<file path="src/rtl/mult_pkg.sv">
// Shared constants for the sequential multiplier and its divider companion.
package mult_pkg;

  // Default operand width, shared with the restoring divider.
  localparam int DEFAULT_WIDTH = 4;

  // FSM state encoding. Kept as plain constants so it matches the divider.
  localparam logic [2:0] ST_IDLE  = 3'd0;
  localparam logic [2:0] ST_CHECK = 3'd1;
  localparam logic [2:0] ST_ADD   = 3'd2;
  localparam logic [2:0] ST_SHIFT = 3'd3;
  localparam logic [2:0] ST_END   = 3'd4;

endpackage

</file>
<file path="src/rtl/multiplicador_dp.sv">
// Shift-and-add datapath: operand registers, accumulator, bit counter and adder.
// The FSM in the top level drives it through load/add/shift strobes.
module multiplicador_dp #(
  parameter int WIDTH = 4
) (
  input  logic               clk,
  input  logic               rst_n,
  input  logic [2*WIDTH-1:0] sw_i,
  input  logic               load_i,
  input  logic               add_en_i,
  input  logic               sh_en_i,
  output logic               mplier_lsb_o,
  output logic               last_o,
  output logic [2*WIDTH-1:0] acc_o
);

  localparam int CW = $clog2(WIDTH + 1);

  logic [2*WIDTH-1:0] mcand_q;
  logic [WIDTH-1:0]   mplier_q;
  logic [2*WIDTH-1:0] acc_q;
  logic [CW-1:0]      cnt_q;

  // Operand latch on load, accumulate on add, advance one bit on shift.
  always_ff @(posedge clk or negedge rst_n) begin
    // NOTE: every register here is a single flop (no memory array), so all of
    // them are cleared by reset; an aborted operation leaves nothing behind.
    if (!rst_n) begin
      mcand_q  <= '0;
      mplier_q <= '0;
      acc_q    <= '0;
      cnt_q    <= '0;
    end else if (load_i) begin
      // NOTE: non-blocking assignments so every register sees the values from
      // before this edge, independent of statement order.
      mcand_q  <= {{WIDTH{1'b0}}, sw_i[2*WIDTH-1:WIDTH]};
      mplier_q <= sw_i[WIDTH-1:0];
      acc_q    <= '0;
      cnt_q    <= '0;
    end else begin
      // The product fits in 2W bits, so the wrap of this add never triggers.
      if (add_en_i) acc_q <= acc_q + mcand_q;
      if (sh_en_i) begin
        mcand_q  <= mcand_q << 1;
        mplier_q <= mplier_q >> 1;
        cnt_q    <= cnt_q + 1'b1;
      end
    end
  end

  assign mplier_lsb_o = mplier_q[0];
  assign last_o       = (cnt_q == CW'(WIDTH - 1));
  assign acc_o        = acc_q;

endmodule

</file>
<file path="src/rtl/multiplicador_seq.sv">
// Sequential unsigned shift-and-add multiplier with init/done handshake.
// Holds the control FSM and the registered outputs; arithmetic lives in the datapath.
module multiplicador_seq
  import mult_pkg::*;
#(
  parameter int WIDTH = DEFAULT_WIDTH
) (
  input  logic               clk,
  input  logic               rst_n,
  input  logic [2*WIDTH-1:0] SW,
  input  logic               init,
  output logic [2*WIDTH-1:0] resultado,
  output logic               done,
  output logic               busy
);

  logic [2:0]         state_q, state_d;
  logic               load, add_en, sh_en;
  logic               mplier_lsb, last;
  logic [2*WIDTH-1:0] acc;
  logic [2*WIDTH-1:0] resultado_q;
  logic               done_q, busy_q;

  multiplicador_dp #(.WIDTH(WIDTH)) u_dp (
    .clk          (clk),
    .rst_n        (rst_n),
    .sw_i         (SW),
    .load_i       (load),
    .add_en_i     (add_en),
    .sh_en_i      (sh_en),
    .mplier_lsb_o (mplier_lsb),
    .last_o       (last),
    .acc_o        (acc)
  );

  // Next-state and datapath strobes. init is only looked at in IDLE, which is
  // what makes a request during an operation harmless.
  always_comb begin
    // NOTE: defaults first so every path assigns every output and no latch forms.
    state_d = state_q;
    load    = 1'b0;
    add_en  = 1'b0;
    sh_en   = 1'b0;
    case (state_q)
      ST_IDLE: begin
        if (init) begin
          load    = 1'b1;
          state_d = ST_CHECK;
        end
      end
      ST_CHECK: state_d = mplier_lsb ? ST_ADD : ST_SHIFT;
      ST_ADD: begin
        add_en  = 1'b1;
        state_d = ST_SHIFT;
      end
      ST_SHIFT: begin
        sh_en   = 1'b1;
        state_d = last ? ST_END : ST_CHECK;
      end
      ST_END:  state_d = ST_IDLE;
      default: state_d = ST_IDLE;
    endcase
  end

  // State register.
  always_ff @(posedge clk or negedge rst_n) begin
    if (!rst_n) state_q <= ST_IDLE;
    else        state_q <= state_d;
  end

  // Output registers: product captured and done pulsed on END; busy spans the run.
  always_ff @(posedge clk or negedge rst_n) begin
    if (!rst_n) begin
      resultado_q <= '0;
      done_q      <= 1'b0;
      busy_q      <= 1'b0;
    end else begin
      done_q <= (state_q == ST_END);
      if (state_q == ST_END) begin
        resultado_q <= acc;
        busy_q      <= 1'b0;
      end else if (load) begin
        busy_q <= 1'b1;
      end
    end
  end

  assign resultado = resultado_q;
  assign done      = done_q;
  assign busy      = busy_q;

endmodule

</file>
<file path="config.mk">
export PLATFORM = sky130hd
export DESIGN_NAME = multiplicador_seq
export DESIGN_NICKNAME = d
export VERILOG_FILES = /design/src/rtl/mult_pkg.sv /design/src/rtl/multiplicador_dp.sv /design/src/rtl/multiplicador_seq.sv
export SDC_FILE = /design/constraint.sdc
export NUM_CORES = 1
export LEC_CHECK = 0
export CAP_MARGIN = 20
export CORE_ASPECT_RATIO = 0.6
export CORE_UTILIZATION = 55
export DETAILED_ROUTE_END_ITERATION = 10
export PLACE_DENSITY_LB_ADDON = 0.2
export SYNTH_ARGS = -nofsm -noshare
export SYNTH_HDL_FRONTEND = slang
export SYNTH_SLANG_ARGS = --single-unit
</file>
<file path="constraint.sdc">
create_clock -name clk -period 2.4 [get_ports clk]
set_input_delay 0.48 -clock clk [delete_from_list [all_inputs] [get_ports clk]]
set_output_delay 0.48 -clock clk [all_outputs]
set_load 0.02 [all_outputs]
</file>
==> results of run 1 <==
cell type report:
class / instances / area, sq um
Timing Repair Buffer: 24 / 230
Multi-Input combinational cell: 114 / 836
Sequential cell: 36 / 901
Tap cell: 42 / 52.6
Inverter: 9 / 33.8
Fill cell: 208 / 860
Clock buffer: 8 / 90.1
registers in the layout, indices dropped and copies added (netlist names):
signal / cells
u_dp.mcand_q: 8
state_q: 3
u_dp.cnt_q: 3
u_dp.acc_o: 8
busy: 1
resultado: 8
u_dp.mplier_q: 4
done: 1
cell families (layout without fill, tap and decap cells):
family,after synthesis,in the layout,synth area share
simple gates,50,50,0.144
xor+xnor,4,4,0.0193
mux,17,17,0.0995
compound gates,33,33,0.126
fa+ha+maj,10,10,0.0732
buf+inv,16,41,0.0414
flops,36,36,0.497
worst max-delay path: cells and delay by family (launching register included):
kind | cells | cell delay [ps]
AO/OA/AOI/OAI | 3 | 570
adder cells (fa/ha/maj) | 1 | 380
flip-flops | 1 | 410
multiplexers | 1 | 190
AND/OR/NAND/NOR | 1 | 460
synthesized netlist by cell type (all sizes together) (2+ instances only):
cell / number / share of area
inv: 9 / 0.019
buf: 5 / 0.019
and2: 2 / 0.0076
ha: 9 / 0.062
a21oi: 5 / 0.014
nor4: 2 / 0.015
nor3: 2 / 0.0055
nor3b: 2 / 0.0083
mux2: 8 / 0.050
o2111ai: 2 / 0.0097
a22oi: 4 / 0.017
o21ai: 9 / 0.025
or3: 2 / 0.0069
nand2: 21 / 0.048
a311oi: 2 / 0.0097
mux2i: 9 / 0.050
xnor2: 3 / 0.015
clkbuf: 2 / 0.0041
nor2: 15 / 0.037
dfrtp: 36 / 0.50
a22o: 2 / 0.0097
a211oi: 4 / 0.017
path summary, 6_finish.rpt:
kind | startpoint | endpoint | slack (ps) | depth (start not counted)
min in group asynchronous | rst_n | done$_DFF_PN0_ | 610 | 2
worst max register to register | u_dp.acc_o[5]$_DFFE_PN0P_ | u_dp.acc_o[7]$_DFFE_PN0P_ | 330 | 6
max in group asynchronous | rst_n | u_dp.mplier_q[1]$_DFFE_PN0P_ | 1460 | 2
worst min-delay path | u_dp.acc_o[7]$_DFFE_PN0P_ | u_dp.acc_o[7]$_DFFE_PN0P_ | 480 | 1
worst min register to register | u_dp.acc_o[7]$_DFFE_PN0P_ | u_dp.acc_o[7]$_DFFE_PN0P_ | 480 | 1
worst max-delay path | u_dp.acc_o[5]$_DFFE_PN0P_ | u_dp.acc_o[7]$_DFFE_PN0P_ | 330 | 6
power groups by stage:
stage               clock network (mW)  logic (mW)  registers, mW
floorplan                            0       0.739           1.01
global placement                     0       0.968           1.02
detailed placement                   0        1.02           1.03
CTS                              0.445        1.03           1.02
global route                     0.471        1.13           1.05
finish                           0.440        1.03           1.02
layer usage:
metal,wire (um),global-route usage,vias up
li1,-,-,627
met4,28,0.0769,0
met5,0,0,-
met3,191,0.0535,6
met2,1640,0.353,47
met1,1670,0.294,631
cells in the final DEF (no fill, tap or decap), types with 3 or more instances in the layout:
cell	instances
inv_1	9
mux2i_1	9
xnor2_1	3
nand2_1	20
clkdlybuf4s50_1	20
mux2_2	8
nor2_1	13
ha_1	9
a21oi_1	5
buf_4	4
clkbuf_8	6
dfrtp_1	36
o21ai_0	9
a22oi_1	4
a211oi_1	4
metrics by stage:
step	util	setup WS (ps)	area, sq um
finish	0.714	335	2140
global route	0.714	257	2140
CTS	0.714	354	2140
detailed placement	0.684	369	2050
global placement	0.684	519	2050
floorplan	-	610	1810
==> results_dict.tcl, run 1 <==
set metrics [dict create \
    antenna_found_initial 0 \
    synth_seq_area_share 0.497 \
    synth.avg_cell_area_sq_um 10.9 \
    end_kind "flop" \
    cts_root_buffer "clkbuf_8" \
    clkTransAtPathRegs_ps 70 \
    instances_no_fill 233 \
    finalSetupTns_ps 0 \
    core_area_sq_um 3000 \
    timing.final.crit_share 0.860 \
    tightest_slew_ps 454 \
    ir_worst_vdd_v 0.000624 \
    num_vias 1311 \
    drv_cap 0 \
    dieArea_sq_um 3530 \
    p_switching_mw 0.959 \
    syn-cell-area_sq_um 1810 \
    die_w_um 76.1 \
    clockPowerShare 0.176 \
    fin_crit_ps 2070 \
    syn_to_final_growth_pct 18.3 \
    timing.max_slew.rel_slack 0.695 \
    cts_buffers 5 \
    fp.dieH_um 46.5 \
    crit_chain "ha_1 -> a21oi_1 -> o21ai_0 -> or4_4 -> o221ai_2 -> mux2i_1" \
    initial_core_util 0.603 \
    grt_max_degree 37 \
    p_comb_frac 0.413 \
    cp_slowest_stage_delay_ps 460 \
    cts-hold-fix-buffers 0 \
    synth_warnings 0 \
    cts_num_sinks 36 \
    grt_usage 0.218 \
    post-dp-hpwl_um 2490 \
    syn_inst 166 \
    fin_skew_ps 2.81 \
    cp_max_fo 5 \
    internal_power_mw 1.54 \
    clk_path_buf_depth 2 \
    cts_tree "yes" \
    start_kind "flop" \
    dp.cells 225 \
    worst-setup-path-type "flop to flop" \
    synth_edf_count 0 \
    cellPowerDensity_nw_per_um2 1160 \
    maxSlewViolCount 0 \
    synth_seq_cells 36 \
    setup_violations 0 \
    power_frac_seq 0.411 \
    htree_levels 2 \
    pin_count 21 \
    async_reset_ff_frac 1.00 \
    p_leak_nw 1.00 \
    drc 0 \
    ant_nets 0 \
    routedWlPerCell_um 15.2 \
    required_ps 2610 \
    cts_setup_buffers 0 \
    rows 15 \
    cts_resized 0 \
    crit_arrival_ps 2270 \
    grt-ovfl-total 0 \
    io_buffers 20 \
    p_sw_frac 0.384 \
    rsz0062_at_grt "no" \
    drt_first_pass_iters 4 \
    holdWs_ps 476 \
    status "completed" \
    vias_per_cell 5.63 \
    fmax_mhz 484 \
    total_power_mw 2.50 \
    crit_path_top_delay_cell "or4_4" \
    gp_congestion 0.926 \
    layout-drive-gt1-share 0.131 \
    ys_types 40 \
    final_hold_viol_count 0 \
    n_antenna_cell 0 \
    synthesis.nets 187 \
    drt_iter0_drc 67 \
    synthFlopType "dfrtp_1" \
    grt_pass1_wl_um 5650 \
    hold_class "flop to flop" \
    final_nets 211 \
    grt_pass1_vias 1183 \
    clk_latency_ps 280 \
    wirelength_um 3530 \
]
Power figures use the tool's default switching activity.
==> run 2: changes to the inputs <==
--- a/config.mk
+++ b/config.mk
@@ -7,9 +7,11 @@
 export LEC_CHECK = 0
 export CAP_MARGIN = 20
 export CORE_ASPECT_RATIO = 0.6
+export CORE_MARGIN = 3
 export CORE_UTILIZATION = 55
 export DETAILED_ROUTE_END_ITERATION = 10
 export PLACE_DENSITY_LB_ADDON = 0.2
+export REMOVE_ABC_BUFFERS = 1
 export SYNTH_ARGS = -nofsm -noshare
 export SYNTH_HDL_FRONTEND = slang
 export SYNTH_SLANG_ARGS = --single-unit
==> run 2 against run 1 <==
Via count down 0.15%. Setup slack better by 41 ps. Global-route usage down 1.9 points.
==> results_dict.tcl, run 2 (synthesis gave the netlist of run 1 again) <==
set metrics [dict create \
    status "completed" \
    crit_arrival_ps 2190 \
    fillers 219 \
    die_w_um 80.1 \
    grt_pass1_vias 1247 \
    wl_met2_um 1540 \
    cts_setup_buffers 0 \
    pin_count 21 \
    tightest_slew_ps 444 \
    required_ps 2560 \
    fin_skew_ps 7.66 \
    regArea_sq_um 901 \
    mostFrequentLayoutCells "dfrtp_1, nand2_1, clkdlybuf4s50_1" \
    grt_max_degree 37 \
    fin_util 0.728 \
    clk_path_buf_depth 2 \
    finalSetupTns_ps 0 \
    cts_resized 0 \
    cts-hold-fix-buffers 0 \
    p_leak_nw 1.03 \
    end_kind "flop" \
    cellPowerDensity_nw_per_um2 1210 \
    wirelength_um 3530 \
    final_hold_viol_count 0 \
    multi_input_area_sq_um 836 \
    clk_latency_ps 290 \
    fin_crit_ps 2020 \
    internal_power_mw 1.67 \
    ir_worst_vdd_v 0.000620 \
    power_frac_seq 0.392 \
    p_sw_frac 0.367 \
    cts_root_buffer "clkbuf_8" \
    maxSlewViolCount 0 \
    routedWlPerCell_um 15.1 \
    grt_usage 0.199 \
    hold_class "flop to flop" \
    timing.final.crit_share 0.843 \
    drt_iter0_drc 60 \
    p_switching_mw 0.971 \
    drc 0 \
    initial_core_util 0.603 \
    grt-ovfl-total 0 \
    n_antenna_cell 0 \
    drv_cap 0 \
    timing.max_slew.rel_slack 0.704 \
    clkTransAtPathRegs_ps 70 \
    ant_nets 0 \
    rows 15 \
    fp.dieH_um 50.5 \
    setup_violations 0 \
    wl_met3_um 240 \
    num_vias 1309 \
    drt_first_pass_iters 4 \
    final_nets 212 \
    p_comb_frac 0.390 \
    met1_length_um 1670 \
    rsz0062_at_grt "no" \
    cp_max_fo 3 \
    cts_num_sinks 36 \
    layout_commonest_cell "dfrtp_1" \
    maxUsedRoutingLayer "met4" \
    clockPowerShare 0.218 \
    syn_to_final_growth_pct 20.7 \
    htree_levels 2 \
    gp_congestion 0.982 \
    vias_per_cell 5.59 \
    cts_tree "yes" \
    fmax_mhz 494 \
    layout-drive-gt1-share 0.146 \
    worst-setup-path-type "flop to flop" \
    core_area_sq_um 3000 \
    dieArea_sq_um 4040 \
    post-dp-hpwl_um 2590 \
    cts_buffers 5 \
    antenna_found_initial 0 \
    start_kind "flop" \
    grt_pass1_wl_um 5820 \
    io_buffers 20 \
]
## run 2: cell types whose count changed in the layout (fill, tap and decap cells not counted), sizes merged
cell	previous run	this run
buf	4	5
bufinv	0	1
clkbuf	8	7
## run 2: path summary, 6_finish.rpt
kind	from	to	slack, ps	cells past startpoint
max	u_dp.mcand_q[0]$_DFFE_PN0P_	u_dp.acc_o[6]$_DFFE_PN0P_	380	8
min	u_dp.acc_o[7]$_DFFE_PN0P_	u_dp.acc_o[7]$_DFFE_PN0P_	500	1
max reg2reg	u_dp.mcand_q[0]$_DFFE_PN0P_	u_dp.acc_o[6]$_DFFE_PN0P_	380	8
min reg2reg	u_dp.acc_o[7]$_DFFE_PN0P_	u_dp.acc_o[7]$_DFFE_PN0P_	500	1
max in group asynchronous	rst_n	state_q[2]$_DFFE_PN0P_	1480	2
min in group asynchronous	rst_n	u_dp.acc_o[1]$_DFFE_PN0P_	610	2
## run 2: power by group through the flow
stage	sequential [mW]	combinational (mW)	clock (mW)
after floorplan	1.04	0.669	0
after global placement	1.03	0.967	0
after detailed placement	1.04	1.02	0
after CTS	1.03	1.03	0.583
after global routing	1.06	1.15	0.616
final	1.04	1.03	0.576
## run 2: cell type report
class	instances	share of cell area
Clock buffer	7	0.0441
Clock inverter	1	0.0137
Sequential cell	36	0.412
Multi-Input combinational cell	114	0.382
Timing Repair Buffer	25	0.109
Tap cell	42	0.0240
Inverter	9	0.0154
## run 2: routing by layer
layer	global-route usage	up-vias
li1	-	638
met1	0.261	614
met2	0.301	48
met3	0.0573	9
met4	0.101	0
met5	0	-
## run 2: stage by stage
step,setup WS (ps),cell area (sq um),total power [mW],cells,hold slack [ps]
6_report,376,2190,2.64,234,499
5_1_grt,243,2190,2.83,234,514
4_1_cts,399,2190,2.65,234,496
3_5_place_dp,451,2060,2.07,226,487
3_3_place_gp,516,2060,1.99,226,462
2_1_floorplan,555,1770,1.71,159,184
## run 2: critical path, cell delays in order (launching register included)
cell	delay (ps)
dfrtp_1	400
ha_1	220
inv_1	70
fa_1	400
nor2b_1	120
o21ai_0	110
a21boi_0	340
or3_1	160
nand3_1	70
==> run 3: changes to the inputs <==
--- a/config.mk
+++ b/config.mk
@@ -8,7 +8,7 @@
 export CAP_MARGIN = 20
 export CORE_ASPECT_RATIO = 0.6
 export CORE_MARGIN = 3
-export CORE_UTILIZATION = 55
+export CORE_UTILIZATION = 50
 export DETAILED_ROUTE_END_ITERATION = 10
 export PLACE_DENSITY_LB_ADDON = 0.2
 export REMOVE_ABC_BUFFERS = 1
==> constraint.sdc (replaced) <==
create_clock -name clk -period 1.7 [get_ports clk]
set_input_delay 0.34 -clock clk [delete_from_list [all_inputs] [get_ports clk]]
set_output_delay 0.34 -clock clk [all_outputs]
set_load 0.02 [all_outputs]
==> run 3 against run 2 <==
The run now ends with setup timing left. Combinational power grew 96%. Routed wire length grew 15%. Clock skew grew 1.4 ps. Design area grew 13%. Largest power group is now combinational cells.
==> results_dict.tcl, run 3 (synthesis gave the netlist of run 1 again) <==
set metrics [dict create \
    initial_core_util 0.539 \
    clk_path_buf_depth 2 \
    grt_usage 0.204 \
    grt_max_degree 37 \
    rows 16 \
    cts_tree "yes" \
    dieArea_sq_um 4410 \
    fin_skew_ps 9.04 \
    required_ps 1910 \
    cts_root_buffer "clkbuf_8" \
    crit_path_end "u_dp.acc_o[7]$_DFFE_PN0P_" \
    n_antenna_cell 0 \
    r2r_start "u_dp.acc_o[5]$_DFFE_PN0P_" \
    layout-drive-gt1-share 0.308 \
    vias_per_cell 5.41 \
    drt_iter0_drc 137 \
    grt-ovfl-total 0 \
    p_sw_frac 0.381 \
    pre_cts_ws_ps -229 \
    clk_latency_ps 280 \
    reg2reg_to "u_dp.acc_o[7]$_DFFE_PN0P_" \
    crit_arrival_ps 2040 \
    syn_to_final_growth_pct 35.8 \
    internal_power_mw 2.53 \
    p_switching_mw 1.56 \
    cts_num_sinks 36 \
    rsz0062_at_grt "yes" \
    timing.final.crit_share 1.08 \
    reg2reg_slack_ps -130 \
    setup_violations 2 \
    wirelength_um 4050 \
    io_buffers 20 \
    setup_ws_ps -130 \
    p_leak_nw 1.16 \
    cp_max_fo 3 \
    tightest_slew_ps 455 \
    instances_no_fill 266 \
    post-dp-hpwl_um 2880 \
    hold_class "primary input to async pin" \
    timing.max_slew.rel_slack 0.697 \
    maxSlewViolCount 0 \
    cellPowerDensity_nw_per_um2 1660 \
    final_hold_viol_count 0 \
    drv_cap 0 \
    status "finished, violations left" \
    core_area_sq_um 3360 \
    htree_levels 2 \
    fin_crit_ps 1830 \
    layout_commonest_cell "dfrtp_1" \
    ant_nets 0 \
    worst-setup-path-type "flop to flop" \
    end_kind "flop" \
    pin_count 21 \
    cts-hold-fix-buffers 0 \
    power_frac_seq 0.353 \
    fmax_mhz 547 \
    p_comb_frac 0.495 \
    violations "setup timing" \
    routedWlPerCell_um 15.2 \
    drt_first_pass_iters 4 \
    gp_congestion 0.836 \
    start_kind "flop" \
    drc 0 \
    cp-startpoint "u_dp.acc_o[5]$_DFFE_PN0P_" \
    num_vias 1440 \
    ir_worst_vdd_v 0.000766 \
    ff2ff_path_depth 6 \
    clockPowerShare 0.153 \
    mostFrequentLayoutCells "dfrtp_1, buf_4, clkdlybuf4s50_1" \
    antenna_found_initial 0 \
    grt_pass1_vias 1422 \
    dp.cells 255 \
    fin_util 0.732 \
    die_w_um 83.7 \
    final_nets 241 \
    total_power_mw 4.09 \
    grt_pass1_wl_um 6860 \
    clkTransAtPathRegs_ps 70 \
    finalSetupTns_ps -237 \
    fp.dieH_um 52.6 \
    cts_buffers 5 \
]
run 3: cell count changes in the layout (fill, tap and decap cells not counted), sizes merged:
cell | previous run | this run
buf | 5 | 34
bufinv | 1 | 0
clkinvlp | 0 | 1
run 3: final cells by class:
| cell class | count | area (sq um) |
|---|---|---|
| Clock buffer | 7 | 86.3 |
| Timing Repair Buffer | 54 | 455 |
| Clock inverter | 1 | 7.51 |
| Tap cell | 45 | 56.3 |
| Multi-Input combinational cell | 114 | 921 |
| Sequential cell | 36 | 901 |
| Inverter | 9 | 33.8 |
| Fill cell | 206 | 902 |
run 3: power groups by stage:
stage	combinational, mW	sequential [mW]	clock (mW)
6_report	2.02	1.44	0.624
5_1_grt	2.23	1.49	0.683
4_1_cts	1.95	1.44	0.641
3_5_place_dp	1.79	1.44	0
3_3_place_gp	1.70	1.42	0
2_1_floorplan	0.945	1.48	0
run 3: worst min-delay path by stage:
| stage | startpoint | slack, ps | to |
|---|---|---|---|
| after global routing | rst_n | 520 | resultado[3]$_DFFE_PN0P_ |
| after global placement | u_dp.mplier_q[1]$_DFFE_PN0P_ | 470 | u_dp.mplier_q[0]$_DFFE_PN0P_ |
| final | rst_n | 470 | resultado[5]$_DFFE_PN0P_ |
| after floorplan | rst_n | 40 | busy$_DFFE_PN0P_ |
| after CTS | rst_n | 490 | done$_DFF_PN0_ |
| after detailed placement | u_dp.mplier_q[1]$_DFFE_PN0P_ | 480 | u_dp.mplier_q[0]$_DFFE_PN0P_ |
run 3: per-layer routing:
metal | part of all wire | track usage | wire length, um
met2 | 0.45 | 0.315 | 1830
met1 | 0.47 | 0.279 | 1920
met5 | 0 | 0 | 0
met3 | 0.066 | 0.0612 | 267
met4 | 0.0089 | 0.0615 | 36
run 3: per-stage QoR:
step           hold slack [ps]  instance area, sq um
6_report                   468                  2460
5_1_grt                    520                  2460
4_1_cts                    485                  2430
3_5_place_dp               480                  2260
3_3_place_gp               473                  2260
2_1_floorplan             44.4                  1770
run 3: what timing repair did:
item,in CTS,in global routing
gates cloned,0,0
pin swaps,6,2
endpoints found under the hold margin,0,0
setup endpoints to repair,4,4
setup buffers,3,0
resized for setup,13,6
run 3: worst max-delay path, cell delays in order (launching register included):
cell and delay (ps):
dfrtp_1 410, ha_4 260, a21oi_2 140, o21ai_2 90, or4_4 440, o221ai_4 210, mux2i_1 200
